### config.mk
export PLATFORM = sky130hd
export DESIGN_NAME = cyclic_derotator4
export DESIGN_NICKNAME = d
export VERILOG_FILES = /design/src/rtl/derot_pkg.sv /design/src/rtl/derot_shift4.sv /design/src/rtl/cyclic_derotator4.sv
export SDC_FILE = /design/constraint.sdc
export NUM_CORES = 1
export LEC_CHECK = 0
export CORE_MARGIN = 2
export CORE_UTILIZATION = 50
export DETAILED_ROUTE_END_ITERATION = 16
export PLACE_DENSITY = 0.83
export SLEW_MARGIN = 0
export SYNTH_ARGS = -nofsm -noshare
export SYNTH_HDL_FRONTEND = slang
export SYNTH_SLANG_ARGS = --single-unit
### constraint.sdc
create_clock -name clk -period 3.25 [get_ports clk]
set_input_delay 0.65 -clock clk [delete_from_list [all_inputs] [get_ports clk]]
set_output_delay 0.65 -clock clk [all_outputs]
set_load 0.02 [all_outputs]
### src/rtl/derot_pkg.sv
// rtl/derot_pkg.sv - shared widths and limits for the cyclic derotator
//
// Purpose: data, offset and counter widths plus the word counter ceiling,
//          imported by every file of the derotator.
// Ports:   none (package).
package derot_pkg;

    localparam int DATA_W = 4;
    localparam int OFF_W  = 2;
    localparam int CNT_W  = 8;
    localparam logic [CNT_W-1:0] CNT_MAX = 8'd255;

endpackage

### src/rtl/derot_shift4.sv
// rtl/derot_shift4.sv - combinational variable right rotation of a 4-bit word
//
// Purpose: rotate data right by amt bit positions (bit i of rotated is
//          bit (i+amt) mod 4 of data).
// Ports:   data    [3:0] word to rotate
//          amt     [1:0] rotation amount
//          rotated [3:0] rotated word
module derot_shift4
    import derot_pkg::*;
(
    input  logic [DATA_W-1:0] data,
    input  logic [OFF_W-1:0]  amt,
    output logic [DATA_W-1:0] rotated
);

    always_comb begin
        rotated = data;
        case (amt)
            2'd1:    rotated = {data[0],   data[3:1]};
            2'd2:    rotated = {data[1:0], data[3:2]};
            2'd3:    rotated = {data[2:0], data[3]};
            default: rotated = data;
        endcase
    end

endmodule

### src/rtl/cyclic_derotator4.sv
// rtl/cyclic_derotator4.sv - undoes a transmitter's per-word cyclic rotation
//
// Purpose: tracks the transmitter's accumulated rotation offset (left steps,
//          mod 4) and rotates each accepted word right by the updated offset,
//          presenting it through a single-entry output register with
//          pass-through backpressure.
// Optional feature: macro DEROT_WORD_CNT_EN adds the word_cnt port, a
//          saturating count of delivered words.
// Ports:   clk, rst               clock, asynchronous active-high reset
//          in_valid/in_ready      input handshake
//          in_data [3:0]          rotated word
//          in_en, in_rot_dir      one rotation step applied, 1 = left
//          clr_offset             synchronous clear of the offset
//          out_valid/out_ready    output handshake
//          out_data [3:0]         restored word
//          offset [1:0]           registered accumulated offset
//          word_cnt [7:0]         delivered word count (DEROT_WORD_CNT_EN)
module cyclic_derotator4
    import derot_pkg::*;
(
    input  logic              clk,
    input  logic              rst,
    input  logic              in_valid,
    output logic              in_ready,
    input  logic [DATA_W-1:0] in_data,
    input  logic              in_en,
    input  logic              in_rot_dir,
    input  logic              clr_offset,
    output logic              out_valid,
    input  logic              out_ready,
    output logic [DATA_W-1:0] out_data,
    output logic [OFF_W-1:0]  offset
`ifdef DEROT_WORD_CNT_EN
    ,
    output logic [CNT_W-1:0]  word_cnt
`endif
);

    logic              accept;
    logic [OFF_W-1:0]  base;
    logic [OFF_W-1:0]  off_n;
    logic [DATA_W-1:0] rotated;

    assign in_ready = !out_valid || out_ready;
    assign accept   = in_valid && in_ready;

    // The clear takes effect before this word's step, so a cleared word
    // with a step lands on offset 1 (left) or 3 (right).
    always_comb begin
        base  = clr_offset ? '0 : offset;
        off_n = base;
        if (in_en) begin
            off_n = in_rot_dir ? base + 2'd1 : base + 2'd3;
        end
    end

    derot_shift4 u_shift (
        .data    (in_data),
        .amt     (off_n),
        .rotated (rotated)
    );

    always_ff @(posedge clk or posedge rst) begin
        if (rst) begin
            out_valid <= 1'b0;
            out_data  <= '0;
            offset    <= '0;
`ifdef DEROT_WORD_CNT_EN
            word_cnt  <= '0;
`endif
        end else begin
            if (accept) begin
                offset    <= off_n;
                out_data  <= rotated;
                out_valid <= 1'b1;
            end else begin
                if (clr_offset) begin
                    offset <= '0;
                end
                if (out_valid && out_ready) begin
                    out_valid <= 1'b0;
                end
            end
`ifdef DEROT_WORD_CNT_EN
            if (out_valid && out_ready && (word_cnt != CNT_MAX)) begin
                word_cnt <= word_cnt + CNT_W'(1);
            end
`endif
        end
    end

endmodule

==> impl_summary.log <==
INFO  metric boundaryPins = 19
INFO  metric tightestPinTransition = 0.578 ns
INFO  metric internal_power = 216 uW
INFO  metric synth.net_count = 94
INFO  metric fin_hold_ws = 0.564 ns
INFO  metric vias_per_cell = 6.18
INFO  metric leakage = 0.322 nW
INFO  metric first_global_vias = 582
INFO  metric drt_first_iter_violations = 34
INFO  metric reg2reg_from = offset[0]
INFO  metric p_clk_frac = 0.229
INFO  metric hold_path_startpoint = out_data[2]
INFO  metric largest_net_degree_at_the_start_of_global_routing = 17
INFO  metric timing_worst_setup_path_type = in -> out
INFO  metric drc = 0
INFO  metric buffer_ports.inserted = 18
INFO  metric synth_edf_count = 0
INFO  metric synth_ff_type = sky130_fd_sc_hd__dfrtp_1
INFO  metric maxSlewHeadroom = 0.605
INFO  metric fp.dieH = 41.0 microns
INFO  metric worst-path-max-fanout = 7
INFO  metric clkSlewWorstSetupHoldPaths = 0.05 ns
INFO  metric clock_skew = 0.00744 ns
INFO  metric flow.area_growth_from_synthesis = 28.9%
INFO  metric hold_violations = 0
INFO  metric antenna_violations_before_repair = 0
INFO  metric finalCritPeriodShare = 0.808
INFO  metric dr_total_vias = 711
INFO  metric cp_data_arrival_time = 1.98 ns
INFO  metric num-fill-cells = 103
INFO  metric final_total_power = 331 uW
INFO  metric synthesis.yosys.warnings = 0
INFO  metric antenna_cells = 0
INFO  metric cts_resized = 0
INFO  metric clockBufferDepth = 2
INFO  metric cts_tree = done
INFO  metric design.core.area = 1280 sq um
INFO  metric end_kind = output port
INFO  metric tritoncts.num_buffers = 3
INFO  metric seq_power_share = 0.356
INFO  metric synth_async_sr_flop_share = 1.00
INFO  metric rows = 13
INFO  metric preCtsSetupSlack = 0.624 ns
INFO  metric netlist.top_cell.by_area = sky130_fd_sc_hd__dfrtp_1
INFO  metric grt_setup_unrepaired = no
INFO  metric initial_cell_density_of_the_core = 0.532
INFO  metric layout_setup_ws = 0.624 ns
INFO  metric power_per_cell_area = 375 nW/um^2
INFO  metric final-seq-area = 175 sq um
INFO  metric hold_path_depth = 2
INFO  metric yosys.cell_count.top_type = sky130_fd_sc_hd__dfrtp_1
INFO  metric synth_largest_type_area_fraction = 0.256
INFO  metric area_of_the_die = 1680 sq um
INFO  metric detail-route-antenna-nets = 0
INFO  metric drive_above_1_share = 0.0700
INFO  metric grt_pass1_wl = 2590 microns
INFO  metric replace_congestion = 0.862
INFO  metric holdBufCountCts = 0
INFO  metric multi_input_comb_area = 450 sq um
INFO  metric result_of_the_run = finished, final reports clean
INFO  metric worstRegToRegCells = 4
INFO  metric min_path_type = reg -> reg
INFO  metric post_synth.cell_area_avg = 8.23 sq um
INFO  metric drt-wirelength-per-cell = 15.0 microns
INFO  metric synthesis.area = 683 sq um
INFO  metric cts-htree-levels = 1
INFO  metric cts_root_buf = sky130_fd_sc_hd__clkbuf_4
INFO  metric final_util = 0.685
INFO  metric synth.area.top_cells = sky130_fd_sc_hd__dfrtp_1 (26%), sky130_fd_sc_hd__a2111oi_0 (5.1%), sky130_fd_sc_hd__a221oi_1 (5.1%)
INFO  metric postCtsSetupBuffers = 0
INFO  metric switching_share = 0.346
INFO  metric yosysSeqAreaShare = 0.256
INFO  metric fp.dieW = 41.0 microns
INFO  metric grt_use_total = 0.235
INFO  metric dp_hpwl = 1260 microns
INFO  metric syn_inst = 83
INFO  metric vdd_ir_drop_max = 0.308 mV
INFO  metric drt_pre_antenna_iters = 5
INFO  metric final-max-slew-violation-count = 0
INFO  metric finalSetupTns = 0 ns
INFO  metric share_comb_of_total_power = 0.416
INFO  metric max_freq = 381 MHz
INFO  metric power.switching = 114 uW
INFO  metric gr-total-overflow = 0
INFO  metric startpoint = out_ready
INFO  metric startpoint_type = primary input
INFO  metric max_cap_violations = 0
INFO  metric final.min_clock_period = 2.63 ns
INFO  metric ys_top_cells_by_count = sky130_fd_sc_hd__dfrtp_1 (7), sky130_fd_sc_hd__inv_1 (6), sky130_fd_sc_hd__nor2_1 (6)
INFO  metric insertion_delay = 0.25 ns
INFO  metric critPathRequiredTime = 2.60 ns
INFO  metric drt_wl_total = 1730 microns
INFO  metric yosys_register_bits = 7
INFO  metric finalSetupViolCount = 0
INFO  metric synth.distinct_cells = 33
INFO  metric clock-sinks = 7
INFO  metric nets = 112
==> critical path, stage by stage <==
cell and delay [ns]:
sky130_fd_sc_hd__clkdlybuf4s50_1 0.46, sky130_fd_sc_hd__nand2b_1 0.22, sky130_fd_sc_hd__clkdlybuf4s50_1 0.64
==> layer usage <==
layer / vias up / track usage / routed length, microns
met4: 0 / 0.0833 / 12
met3: 2 / 0.0326 / 118
met1: 323 / 0.369 / 846
met2: 33 / 0.320 / 749
met5: - / 0 / 0
li1: 353 / - / -
==> placed cells by master, fill, tap and decap left out, types with 2 or more instances in the layout <==
cell type	Yosys	final
sky130_fd_sc_hd__clkdlybuf4s50_1	0	18
sky130_fd_sc_hd__dfrtp_1	7	7
sky130_fd_sc_hd__inv_1	6	6
sky130_fd_sc_hd__nor2_1	6	6
sky130_fd_sc_hd__a31oi_1	5	5
sky130_fd_sc_hd__nand2_1	5	5
sky130_fd_sc_hd__a21oi_1	5	5
sky130_fd_sc_hd__o311ai_0	4	4
sky130_fd_sc_hd__a2111oi_0	4	4
sky130_fd_sc_hd__o21ai_0	4	4
sky130_fd_sc_hd__a221oi_1	4	4
sky130_fd_sc_hd__or4bb_1	3	3
sky130_fd_sc_hd__nand2b_1	3	3
sky130_fd_sc_hd__clkbuf_4	0	3
sky130_fd_sc_hd__xnor2_1	2	2
sky130_fd_sc_hd__nor2b_1	2	2
sky130_fd_sc_hd__and2_1	2	2
==> final timing paths <==
path / slack, ns / endpoint
setup / recovery: 0.62 / in_ready
hold / removal: 0.56 / out_data[2]
setup reg to reg: 1.40 / out_data[2]
hold reg to reg: 0.56 / out_data[2]
max in group asynchronous: 2.41 / offset[1]
min in group asynchronous: 0.63 / out_data[0]
==> power groups by stage <==
stage	combinational [mW]	sequential (mW)	clock, mW
after floorplan	0.0683	0.130	0
after global placement	0.135	0.118	0
after detailed placement	0.136	0.118	0
after CTS	0.137	0.117	0.0796
after global routing	0.149	0.119	0.0828
final	0.137	0.118	0.0757
==> flip-flops by register name, summed over array words and instances, names as in the netlist <==
register	cells
out_data	4
out_valid	1
offset	2
==> cells by family (layout without fill, tap and decap cells) <==
kind of cell,after synthesis,after routing,synth area share
AOI/OAI and AO/OA,33,33,0.353
and+or+nand+nor,29,29,0.280
buffers and inverters,12,29,0.0842
DFF,7,7,0.256
xor gates and xnor gates,2,2,0.0256
==> stage by stage <==
step	instances	cell area (sq um)
finish	115	881
global route	115	881
CTS	115	881
detailed placement	111	855
global placement	111	855
floorplan	83	683
==> cell type report <==
class / count / area share
multi-input combinational: 64 / 0.511
timing repair buffer: 19 / 0.213
sequential: 7 / 0.199
clock buffer: 4 / 0.0298
inverter: 6 / 0.0256
tap: 15 / 0.0213
Note: power is estimated with default switching activity, not from simulation.
